===== config.mk =====
export PLATFORM = sky130hd
export DESIGN_NAME = ex_muldiv_unit_flat
export DESIGN_NICKNAME = d
export VERILOG_FILES = /design/src/rtl/ex_muldiv_unit_if.sv /design/src/rtl/ex_muldiv_unit.sv /design/src/flat_wrapper.sv
export SDC_FILE = /design/constraint.sdc
export NUM_CORES = 1
export LEC_CHECK = 0
export ABC_AREA = 1
export ABC_CLOCK_PERIOD_IN_PS = 4250
export CORE_MARGIN = 2
export CORE_UTILIZATION = 25
export DETAILED_ROUTE_END_ITERATION = 16
export GPL_TIMING_DRIVEN = 1
export SYNTH_ARGS = -nofsm -noshare
export SYNTH_HDL_FRONTEND = slang
export SYNTH_SLANG_ARGS = --single-unit

===== constraint.sdc =====
create_clock -name CLK -period 4.25 [get_ports CLK]
set_clock_uncertainty 0.05 [all_clocks]
set_input_delay 0.6375 -clock CLK [delete_from_list [all_inputs] [get_ports CLK]]
set_output_delay 0.6375 -clock CLK [all_outputs]
set_load 0.01 [all_outputs]

===== src/rtl/ex_muldiv_unit_if.sv =====
// ex_muldiv_unit_if: request/result bundle between the ID/EX read side and
// the iterative multiply/divide unit.
// master = operand producer (pipeline), slave = ex_muldiv_unit.
interface ex_muldiv_unit_if #(
  parameter int unsigned XLEN = 32,
  parameter int unsigned RD_W = 6
);
  logic            start_i;
  logic [1:0]      op_i;
  logic [XLEN-1:0] busA;
  logic [XLEN-1:0] busB;
  logic [RD_W-1:0] Rd_i;
  logic            flush_i;
  logic            busy_o;
  logic            done_o;
  logic [XLEN-1:0] result_o;
  logic [RD_W-1:0] Rd_o;
  logic            RegWr_o;

  modport master (
    output start_i, op_i, busA, busB, Rd_i, flush_i,
    input  busy_o, done_o, result_o, Rd_o, RegWr_o
  );

  modport slave (
    input  start_i, op_i, busA, busB, Rd_i, flush_i,
    output busy_o, done_o, result_o, Rd_o, RegWr_o
  );
endinterface


===== src/rtl/ex_muldiv_unit.sv =====
// ex_muldiv_unit: iterative shift-add multiplier / restoring divider fed from
// the ID/EX register. One iteration per cycle, XLEN iterations per operation.
// busy_o stalls the front of the pipeline; done_o/RegWr_o pulse the result
// toward EX/MEM.
// Optional feature macro: MULDIV_EARLY_OUT_EN (multiply early termination).
module ex_muldiv_unit #(
  parameter int unsigned XLEN = 32,
  parameter int unsigned RD_W = 6
) (
  input  logic             CLK,
  input  logic             Resetn,
  ex_muldiv_unit_if.slave  mdu
);

  localparam int unsigned CW = (XLEN > 1) ? $clog2(XLEN) : 1;

  localparam logic [1:0] OP_MUL   = 2'b00;
  localparam logic [1:0] OP_MULHU = 2'b01;
  localparam logic [1:0] OP_DIVU  = 2'b10;
  localparam logic [1:0] OP_REMU  = 2'b11;

  typedef enum logic [1:0] {IDLE, RUN, DONE} state_t;

  state_t state_q, state_d;

  logic [CW-1:0]     cnt_q;
  logic [1:0]        op_q;
  logic [RD_W-1:0]   rd_q;
  logic              short_q;

  logic [2*XLEN-1:0] prod_q;
  logic [2*XLEN-1:0] mcand_q;
  logic [XLEN-1:0]   mplier_q;

  logic [XLEN-1:0]   rem_q;
  logic [XLEN-1:0]   quot_q;
  logic [XLEN-1:0]   divisor_q;

  logic [XLEN-1:0]   result_q;
  logic [RD_W-1:0]   rd_out_q;

  logic              accept;
  logic              last_iter;
  logic              mul_early;
  logic              finish;
  logic              start_short;

  logic [2*XLEN-1:0] prod_nx;
  logic [2*XLEN-1:0] mcand_nx;
  logic [XLEN-1:0]   mplier_nx;
  logic [XLEN:0]     shifted;
  logic              ge;
  logic [XLEN-1:0]   rem_nx;
  logic [XLEN-1:0]   quot_nx;
  logic [XLEN-1:0]   res_d;

  assign accept    = (state_q == IDLE) && mdu.start_i && !mdu.flush_i;
  assign last_iter = (cnt_q == CW'(XLEN - 1));

  // One iteration of each algorithm, computed from the current working state
  always_comb begin
    prod_nx   = prod_q + (mplier_q[0] ? mcand_q : '0);
    mcand_nx  = mcand_q << 1;
    mplier_nx = mplier_q >> 1;
    shifted   = {rem_q, quot_q[XLEN-1]};
    ge        = (shifted >= {1'b0, divisor_q});
    // When ge holds the difference is below the divisor, so XLEN bits suffice
    rem_nx    = ge ? (shifted[XLEN-1:0] - divisor_q) : shifted[XLEN-1:0];
    quot_nx   = {quot_q[XLEN-2:0], ge};
  end

`ifdef MULDIV_EARLY_OUT_EN
  // Multiply may stop once no multiplier bits remain; remaining adds are zero
  always_comb begin
    mul_early   = !op_q[1] && (mplier_nx == '0);
    start_short = mdu.op_i[1] ? (mdu.busB == '0)
                              : ((mdu.busA == '0) || (mdu.busB == '0));
  end
`else
  // Fixed-latency build: only divide-by-zero takes the short path
  always_comb begin
    mul_early   = 1'b0;
    start_short = mdu.op_i[1] && (mdu.busB == '0);
  end
`endif

  assign finish = short_q || last_iter || mul_early;

  // Result selection for the cycle that enters DONE
  always_comb begin
    res_d = '0;
    if (short_q) begin
      // Short path: divide by zero, or a multiply with a zero operand
      unique case (op_q)
        OP_DIVU: res_d = '1;
        OP_REMU: res_d = quot_q;
        default: res_d = '0;
      endcase
    end else begin
      unique case (op_q)
        OP_MUL:   res_d = prod_nx[XLEN-1:0];
        OP_MULHU: res_d = prod_nx[2*XLEN-1:XLEN];
        OP_DIVU:  res_d = quot_nx;
        OP_REMU:  res_d = rem_nx;
        default:  res_d = '0;
      endcase
    end
  end

  // State register
  always_ff @(posedge CLK or negedge Resetn) begin
    if (!Resetn) state_q <= IDLE;
    else         state_q <= state_d;
  end

  // Next-state logic: flush aborts RUN only; DONE always issues its pulse
  always_comb begin
    state_d = state_q;
    unique case (state_q)
      IDLE: if (accept) state_d = RUN;
      RUN: begin
        if (mdu.flush_i)  state_d = IDLE;
        else if (finish)  state_d = DONE;
      end
      DONE:    state_d = IDLE;
      default: state_d = IDLE;
    endcase
  end

  // Outputs decoded from state and the held result registers
  always_comb begin
    mdu.busy_o   = (state_q == RUN);
    mdu.done_o   = (state_q == DONE);
    mdu.RegWr_o  = (state_q == DONE);
    mdu.result_o = result_q;
    mdu.Rd_o     = rd_out_q;
  end

  // Operand capture, iteration datapath and result latch
  always_ff @(posedge CLK or negedge Resetn) begin
    if (!Resetn) begin
      cnt_q     <= '0;
      op_q      <= '0;
      rd_q      <= '0;
      short_q   <= 1'b0;
      prod_q    <= '0;
      mcand_q   <= '0;
      mplier_q  <= '0;
      rem_q     <= '0;
      quot_q    <= '0;
      divisor_q <= '0;
      result_q  <= '0;
      rd_out_q  <= '0;
    end else if (accept) begin
      cnt_q     <= '0;
      op_q      <= mdu.op_i;
      rd_q      <= mdu.Rd_i;
      short_q   <= start_short;
      prod_q    <= '0;
      mcand_q   <= {{XLEN{1'b0}}, mdu.busA};
      mplier_q  <= mdu.busB;
      rem_q     <= '0;
      quot_q    <= mdu.busA;
      divisor_q <= mdu.busB;
    end else if (state_q == RUN) begin
      if (!last_iter) cnt_q <= cnt_q + CW'(1);
      if (op_q[1]) begin
        rem_q  <= rem_nx;
        quot_q <= quot_nx;
      end else begin
        prod_q   <= prod_nx;
        mcand_q  <= mcand_nx;
        mplier_q <= mplier_nx;
      end
      if (state_d == DONE) begin
        result_q <= res_d;
        rd_out_q <= rd_q;
      end
    end
  end

endmodule


===== src/flat_wrapper.sv =====
// flat-port wrapper written by rule: the top's interface ports become plain ports
module ex_muldiv_unit_flat 
#(
  parameter int unsigned XLEN = 32,
  parameter int unsigned RD_W = 6
)
  (CLK, Resetn, mdu_start_i, mdu_op_i, mdu_busA, mdu_busB, mdu_Rd_i, mdu_flush_i, mdu_busy_o, mdu_done_o, mdu_result_o, mdu_Rd_o, mdu_RegWr_o);
  ex_muldiv_unit_if #(.XLEN(XLEN), .RD_W(RD_W)) mdu_i ();
  input  logic CLK;
  input  logic Resetn;
  input wire logic [$bits(mdu_i.start_i)-1:0] mdu_start_i;
  input wire logic [$bits(mdu_i.op_i)-1:0] mdu_op_i;
  input wire logic [$bits(mdu_i.busA)-1:0] mdu_busA;
  input wire logic [$bits(mdu_i.busB)-1:0] mdu_busB;
  input wire logic [$bits(mdu_i.Rd_i)-1:0] mdu_Rd_i;
  input wire logic [$bits(mdu_i.flush_i)-1:0] mdu_flush_i;
  output wire logic [$bits(mdu_i.busy_o)-1:0] mdu_busy_o;
  output wire logic [$bits(mdu_i.done_o)-1:0] mdu_done_o;
  output wire logic [$bits(mdu_i.result_o)-1:0] mdu_result_o;
  output wire logic [$bits(mdu_i.Rd_o)-1:0] mdu_Rd_o;
  output wire logic [$bits(mdu_i.RegWr_o)-1:0] mdu_RegWr_o;
  assign mdu_i.start_i = mdu_start_i;
  assign mdu_i.op_i = mdu_op_i;
  assign mdu_i.busA = mdu_busA;
  assign mdu_i.busB = mdu_busB;
  assign mdu_i.Rd_i = mdu_Rd_i;
  assign mdu_i.flush_i = mdu_flush_i;
  assign mdu_busy_o = mdu_i.busy_o;
  assign mdu_done_o = mdu_i.done_o;
  assign mdu_result_o = mdu_i.result_o;
  assign mdu_Rd_o = mdu_i.Rd_o;
  assign mdu_RegWr_o = mdu_i.RegWr_o;
  ex_muldiv_unit #(.XLEN(XLEN), .RD_W(RD_W)) u_core (.CLK(CLK), .Resetn(Resetn), .mdu(mdu_i));
endmodule

==> results.tsv, run 1 <==
metric	value	unit
antenna_cells	0	
post_cts_buffers	0	
pwr-share-seq	29.2	%
vias	22544	
rsz0062_at_grt	false	
overflow	0	
max_cap_viol_count	0	
post-route-util	29.3	%
synth_edf_count	0	
clk_latency	570	ps
drcViolationCount	0	
fillers	9925	
wl	87700	um
cts_resized	0	
p_leak	14.3	nW
holdBufCountCts	0	
die_x	305	um
crit_required	4640	ps
crit_arrival	4020	ps
pwr-share-comb	48.9	%
critPathKind	flip-flop to flip-flop	
antenna_found_initial	2	
die_y	305	um
hold_viol_final	0	
rows	110	
syn-num-nets	3622	
synth_seq_cells	310	
total_power	15.3	mW
cts_tree	done	
grt_max_degree	96	
die_area	92900	um2
tightest_slew	1180	ps
avgSynthCellArea	6.56	um2
yosysTopAreaCellShare	34.3	%
ys_top_cells_by_area	dfrtp_1, nand2_1, inv_1, ha_1, nand3_1	
grtUsageTotal	18.5	%
finalMaxSlewViolations	0	
grt_pass1_vias	21307	
multi_input_area	11600	um2
ys_seq_area_share	34.3	%
core	89900	um2
yosys.area.top_type	dfrtp_1	
setup_violations	0	
syn-cell-area	22600	um2
setup-tns-final	0	ps
wl_per_cell	18.6	um
synth_common_cells	nand2_1, inv_1, dfrtp_1	
synth_cell_types	46	
cts.sinks	310	
cp-end-kind	flip-flop	
numCtsBuffers	37	
reg2reg_depth	15	
gp_congestion	0.966	
seqCellArea	7760	um2
status	finished clean	
synthFlopType	dfrtp_1	
path_max_fanout	40	
initial_core_util	25.2	%
yosysWarningCount	0	
first_iter_violations	2296	
p_switching	7.07	mW
yosysMostFrequentCell	nand2_1	
hold_class	input port to asynchronous set/reset pin	
fin_crit_sh	85.4	%
layout.nets	3699	
clkPwrFrac	21.8	%
portBuffers	116	
switching_share	46.3	%
vias_per_cell	4.77	
drt_pre_antenna_iters	6	
path_clk_slew	70	ps
p_int	8.19	mW
synthArstFlopShare	100	%
grt_pass1_wl	132000	um
fmax	275	MHz
relSlewSlack	21.2	%
p_per_area	579	nW/um2
drtAntennaViolNets	0	
ioPinCount	117	
final.min_clock_period	3630	ps
drive_gt1_share	4.65	%
peakVddDrop	328	uV
clockBufferDepth	3	
cts_max_level	2	
area_growth	16.5	%
hpwl	68900	um
critPathLaunchType	flip-flop	
root_buffer	clkbuf_16	
synthCells	3447	
[cell usage in the layout, fill, tap and decap left out, types with 16 or more instances in the layout]
cell             instances
a21oi_2                 20
nor3_1                  21
clkbuf_16               39
nor2_1                 205
buf_4                   25
nand4_1                 16
inv_1                  735
xnor2_1                 36
nand2_1               1104
o221ai_1                81
nand3_1                239
ha_1                    97
o21ai_0                162
o22ai_1                 31
a21oi_1                122
clkdlybuf4s50_1        115
dfrtp_1                309
a32o_1                  32
[final cells by class]
type	count	share of cell area, %
multi-input combinational	2287	44.1
sequential	310	29.4
inverter	742	10.6
tap	1176	5.58
timing repair buffer	146	5.52
clock buffer	50	4.16
clock inverter	15	0.560
[state kept, by name (all words and copies together) (netlist names), 5 cells and up]
name                 count
u_core.mcand_q          64
u_core.rd_q              6
u_core.quot_q           32
u_core.rem_q            32
u_core.mdu.result_o     32
u_core.cnt_q             5
u_core.divisor_q        32
u_core.mplier_q         32
u_core.prod_q           64
u_core.mdu.Rd_o          6
[worst max-delay path: stages, from the launching register on]
cell and delay [ps]:
dfrtp_2 580, buf_12 250, nand2_1 120, inv_1 70, ha_1 350, nand2_1 150, nor2_1 290, inv_1 100
nor3_1 580, o21ai_0 260, nand3_1 120, nand2_1 70, nand3_1 150, nand3_1 120, nand2_1 120, a21oi_2 60
[per-layer routing]
metal,vias to the layer above,GRT usage (%),routed length (um)
met1,10623,27.6,43100
li1,10972,-,-
met4,0,6.15,2820
met3,132,3.83,6840
met2,817,26.2,35000
met5,-,0,0
[through the flow]
stage                     setup WS [ps]  instance area, um2  cells  hold slack [ps]
final                               618               26300   4726             43.5
after CTS                           724               26300   4726             63.3
after global routing                536               26300   4726             99.3
after detailed placement            608               25100   4661              420
after global placement              676               25100   4661              417
after floorplan                    1550               22600   3447              292
[path summary, 6_finish.rpt]
check | end | slack [ps] | startpoint
worst max-delay path | u_core.mdu.result_o[1] | 620 | u_core.mplier_q[0]
worst min-delay path | u_core.prod_q[11] | 40 | Resetn
worst max register to register | u_core.mdu.result_o[1] | 620 | u_core.mplier_q[0]
worst min register to register | u_core.divisor_q[0] | 440 | u_core.divisor_q[0]
max in group asynchronous | u_core.cnt_q[3] | 3130 | Resetn
min in group CLK | u_core.divisor_q[0] | 440 | u_core.divisor_q[0]
[power by group through the flow]
stage / logic [mW] / clock network (mW) / registers [mW]
finish: 7.47 / 3.34 / 4.46
floorplan: 5.00 / 0 / 4.25
CTS: 7.37 / 3.39 / 4.45
global route: 8.27 / 3.50 / 4.56
global placement: 7.28 / 0 / 4.49
detailed placement: 7.33 / 0 / 4.48
[kinds of logic (layout without fill, tap and decap cells)]
group	Yosys count	in the layout	synth area share, %
AND/OR/NAND/NOR	1662	1662	30.4
flip-flops	310	310	34.3
AO/OA/AOI/OAI	481	481	13.6
adder cells (fa/ha/maj)	99	99	5.54
buffers and inverters	850	953	14.4
XOR/XNOR	45	45	1.74
(Power assumes the default switching activity.)
==> inputs of run 2 (changes only) <==
--- a/config.mk
+++ b/config.mk
@@ -9,8 +9,10 @@
 export ABC_CLOCK_PERIOD_IN_PS = 4250
 export CORE_MARGIN = 2
 export CORE_UTILIZATION = 25
+export CTS_BUF_LIST = sky130_fd_sc_hd__clkbuf_4
 export DETAILED_ROUTE_END_ITERATION = 16
 export GPL_TIMING_DRIVEN = 1
+export RECOVER_POWER = 50
 export SYNTH_ARGS = -nofsm -noshare
 export SYNTH_HDL_FRONTEND = slang
 export SYNTH_SLANG_ARGS = --single-unit
==> run 2 against run 1 <==
The run now ends with max-capacitance violations, max-slew violations left; wire length increased by 0.54%; global-route usage is 0.22 points higher; first-iteration DRC count increased by 4.9%; clock power down 6.6%; die area unchanged.
==> results.tsv, run 2 (same netlist as run 1, synthesis figures left out) <==
metric	value	unit
status	finished with violations	
failed_checks	max-capacitance violations, max-slew violations	
grtUsageTotal	18.7	%
multi_input_area	11600	um2
placed_area	25100	um2
cpMostUsedCell	nand2_1	
rr_startpoint	u_core.mplier_q[0]	
drtAntennaViolNets	0	
setup-tns-final	0	ps
crit_arrival	4330	ps
final_cell_mix	nand2_1, inv_1, dfrtp_1	
layout.nets	3751	
core	89900	um2
portBuffers	116	
die_area	92900	um2
cts_max_level	3	
total_power	15.0	mW
topRoutingLayerUsed	met4	
gp_congestion	0.966	
wl_met1	43300	um
crit_path_top_delay_cell	dfrtp_2	
tightest_slew	2440	ps
max_cap_viol_count	1	
reg2reg_depth	15	
setup_ws	643	ps
seqCellArea	7760	um2
cpLargestDelayFamily	simple AND/OR/NAND/NOR gates	
hpwl	68900	um
numCtsBuffers	88	
finalMaxSlewViolations	84	
top_regs	u_core.mcand_q (64), u_core.prod_q (64)	
crit_required	4970	ps
wl_met2	35800	um
cp-startpoint	u_core.mplier_q[0]	
peakVddDrop	299	uV
p_leak	14.4	nW
relSlewSlack	-62.7	%
rsz0062_at_grt	false	
cts_tree	done	
path_clk_slew	70	ps
grt_max_degree	96	
drcViolationCount	0	
initial_core_util	25.2	%
final.min_clock_period	3610	ps
wl_per_cell	18.3	um
cp-end-kind	flip-flop	
p_per_area	572	nW/um2
grt_pass1_vias	21826	
wl	88200	um
critPathKind	flip-flop to flip-flop	
post_layout_nonfiller_instances	4820	
crit_chain	buf_12 -> nand2_1 -> inv_1 -> ha_1 -> nand2_1 -> nor2_1 -> inv_1 -> nor3_1 -> o21ai_0 -> nand3_1 -> nand2_1 -> nand3_1 -> nand3_1 -> nand2_1 -> a21oi_2	
rows	110	
hold-path-endpoint	u_core.rd_q[2]	
vias_per_cell	4.76	
crit_buf_inv	3	
cts.sinks	310	
route.met3.wl	6790	um
overflow	0	
fillers	10016	
die_x	305	um
hold_viol_final	0	
grt_pass1_wl	134000	um
holdPathStages	3	
setup_violations	0	
vias	22951	
hold_class	input port to flip-flop	
cts_resized	0	
drt_pre_antenna_iters	6	
clk_latency	900	ps
final_common_cell	nand2_1	
ioPinCount	117	
dp_worst_setup_slack	608	ps
dpl.cell_count	4661	
path_max_fanout	40	
min-delay-start	mdu_Rd_i[2]	
die_y	305	um
critPathLaunchType	flip-flop	
clockBufferDepth	3	
fin_area	26300	um2
drive_gt1_share	6.73	%
slowest_delay	590	ps
first_iter_violations	2408	
r2r-end	u_core.mdu.result_o[1]	
root_buffer	clkbuf_4	
fin_crit_sh	84.9	%
r2r_setup_slack	640	ps
antenna_found_initial	4	
area_growth	16.2	%
fmax	277	MHz
==> run 2: cell types whose count changed in the layout (fill, tap and decap cells not counted), moves of 2 or more <==
cell	previous run	this run
clkbuf_4	0	132
clkbuf_16	39	0
clkinv_1	1	11
clkbuf_8	8	0
buf_4	25	21
clkbuf_2	0	3
diode_2	0	3
bufinv_16	2	4
==> run 2: worst max-delay path by stage <==
stage | to | slack (ps) | depth (start not counted)
2_1_floorplan | u_core.mdu.result_o[26] | 1550 | 21
3_3_place_gp | u_core.mcand_q[8] | 680 | 8
3_5_place_dp | u_core.mcand_q[5] | 610 | 8
4_1_cts | u_core.mdu.result_o[1] | 720 | 15
5_1_grt | u_core.quot_q[29] | 340 | 3
6_report | u_core.mdu.result_o[1] | 640 | 15
==> run 2: final cells by class <==
cell class | count | area share, %
clock buffers | 132 | 3.77
well taps | 1176 | 5.60
repair buffers | 147 | 5.42
diodes | 3 | 0.0286
clock inverters | 23 | 0.819
flip-flops and latches | 310 | 29.5
multi-input cells | 2287 | 44.2
inverters | 742 | 10.6
==> run 2: repair_timing <==
item                      CTS  global route
setup buffers               0             0
hold endpoints to repair   80             0
hold buffers                1             0
==> run 2: layer usage <==
metal | vias to the layer above | global-route usage, %
met2 | 872 | 26.7
met4 | 0 | 5.55
met3 | 136 | 3.68
li1 | 11132 | -
met5 | - | 0
met1 | 10811 | 28.1
==> run 2: power by group <==
part	total, mW	internal [mW]	switching (mW)
clock network	3.12	1.66	1.46
logic	7.46	2.44	5.02
registers	4.46	3.81	0.654
total	15.0	7.91	7.14
==> run 2: through the flow <==
step                utilization (%)  hold slack (ps)
global route                   29.2              226
finish                         29.2              281
global placement               27.9              417
floorplan                         -              292
CTS                            29.3              209
detailed placement             27.9              420
==> run 2: tightest hold or removal path, cell delays in order <==
cell	delay [ps]
clkdlybuf4s50_1	390
nand2_1	60
o21ai_0	60
==> inputs of run 3 (changes only) <==
--- a/config.mk
+++ b/config.mk
@@ -6,7 +6,7 @@
 export NUM_CORES = 1
 export LEC_CHECK = 0
 export ABC_AREA = 1
-export ABC_CLOCK_PERIOD_IN_PS = 4250
+export ABC_CLOCK_PERIOD_IN_PS = 3700
 export CORE_MARGIN = 2
 export CORE_UTILIZATION = 25
 export CTS_BUF_LIST = sky130_fd_sc_hd__clkbuf_4
==> constraint.sdc (replaced) <==
create_clock -name CLK -period 3.7 [get_ports CLK]
set_clock_uncertainty 0.05 [all_clocks]
set_input_delay 0.555 -clock CLK [delete_from_list [all_inputs] [get_ports CLK]]
set_output_delay 0.555 -clock CLK [all_outputs]
set_load 0.01 [all_outputs]
==> run 3 against run 2 <==
The run still ends with max-capacitance violations, max-slew violations left; largest cell class unchanged; highest routed layer unchanged; clock-buffer cell count down 1; cell count up 0.33%; cell area up 0.47%.
==> results.tsv, run 3 (same netlist as run 1, synthesis figures left out) <==
metric	value	unit
core	89900	um2
die_x	305	um
cts_max_level	3	
tightest_slew	2320	ps
top_regs	u_core.mcand_q (64), u_core.prod_q (64)	
finalMaxSlewViolations	78	
first_iter_violations	2272	
critPathLaunchType	flip-flop	
final_common_cell	nand2_1	
setup_violations	0	
die_y	305	um
fin_crit_sh	96.9	%
grt_pass1_vias	21937	
grt_pass1_wl	137000	um
rows	110	
placed_area	25300	um2
cp-end-kind	flip-flop	
cpLargestDelayFamily	simple AND/OR/NAND/NOR gates	
p_per_area	652	nW/um2
gp_congestion	0.990	
path_clk_slew	60	ps
grt_max_degree	96	
die_area	92900	um2
vias_per_cell	4.79	
fmax	279	MHz
crit_arrival	4310	ps
drt_pre_antenna_iters	6	
slowest_delay	700	ps
hold_viol_final	0	
rsz0062_at_grt	false	
relSlewSlack	-54.6	%
wl_per_cell	18.5	um
ioPinCount	117	
path_max_fanout	39	
cpMostUsedCell	nand2_1	
critPathKind	flip-flop to flip-flop	
crit_required	4430	ps
crit_chain	buf_12 -> nand2_1 -> inv_1 -> ha_1 -> nand2_1 -> nor2_1 -> nand2_1 -> nor4_1 -> nand2_1 -> nand3_1 -> nand3_1 -> nand3_1 -> nand2_1 -> a21oi_2	
cts.sinks	310	
crit_buf_inv	2	
fin_area	26400	um2
multi_input_area	11600	um2
p_leak	14.5	nW
hpwl	70800	um
hold-worst-slack	210	ps
wl	89700	um
area_growth	16.8	%
numCtsBuffers	87	
layout.nets	3768	
grtUsageTotal	19.1	%
post_layout_nonfiller_instances	4836	
initial_core_util	25.2	%
post-route-util	29.4	%
peakVddDrop	370	uV
antenna_found_initial	4	
clockBufferDepth	3	
dpl.cell_count	4679	
max_cap_viol_count	1	
final_cell_mix	nand2_1, inv_1, dfrtp_1	
clk_latency	880	ps
status	finished with violations	
drive_gt1_share	7.11	%
seqCellArea	7760	um2
vias	23154	
final.min_clock_period	3580	ps
portBuffers	116	
crit_path_top_delay_cell	nor4_1	
total_power	17.2	mW
dp_worst_setup_slack	231	ps
setup-tns-final	0	ps
cts_tree	done	
hold_class	input port to flip-flop	
drcViolationCount	0	
failed_checks	max-capacitance violations, max-slew violations	
setup_ws	115	ps
overflow	0	
fillers	10064	
drtAntennaViolNets	0	
root_buffer	clkbuf_4	
[run 3: timing repair]
| item | 4_1_cts | 5_1_grt |
|---|---|---|
| hold buffers | 1 | 0 |
| resized for setup | 0 | 1 |
| setup buffers | 0 | 0 |
| endpoints found under the hold margin | 76 | 0 |
| endpoints found under the setup margin | 0 | 1 |
[run 3: path summary, 6_finish.rpt]
check,startpoint,end,slack [ps],cells after the start
max,u_core.mplier_q[0],u_core.mdu.result_o[21],120,14
min,mdu_Rd_i[3],u_core.rd_q[3],210,3
max reg2reg,u_core.mplier_q[0],u_core.mdu.result_o[21],120,14
min reg2reg,u_core.divisor_q[0],u_core.divisor_q[0],450,2
max in group asynchronous,Resetn,u_core.mcand_q[26],1060,3
min in group asynchronous,Resetn,u_core.prod_q[9],900,2
[run 3: cell type report]
type | count | share of cell area, %
antenna | 4 | 0.0379
sequential | 310 | 29.4
tap | 1176 | 5.57
multi-input combinational | 2287 | 44.0
clock inverter | 21 | 0.649
clock buffer | 131 | 3.72
inverter | 742 | 10.6
timing repair buffer | 165 | 6.06
[run 3: worst reg2reg max path, stage by stage, from the launching register on]
cell and delay [ps]:
dfrtp_2 510, buf_12 210, nand2_1 160, inv_1 50, ha_1 380, nand2_1 150, nor2_1 310, nand2_1 200
nor4_1 700, nand2_1 200, nand3_1 160, nand3_1 80, nand3_1 100, nand2_1 120, a21oi_2 130
[run 3: power breakdown]
group          internal [mW]  switching (mW)  leakage, nW
clock network           1.82            1.64        0.682
registers               4.38           0.774         3.98
logic                   2.87            5.75         9.81
[run 3: routing by layer]
layer	global-route usage (%)	up-vias	routed length [um]
met3	4.22	146	7420
met1	28.2	10908	43100
met4	6.79	0	2930
li1	-	11189	-
met5	0	-	0
met2	27.0	911	36200
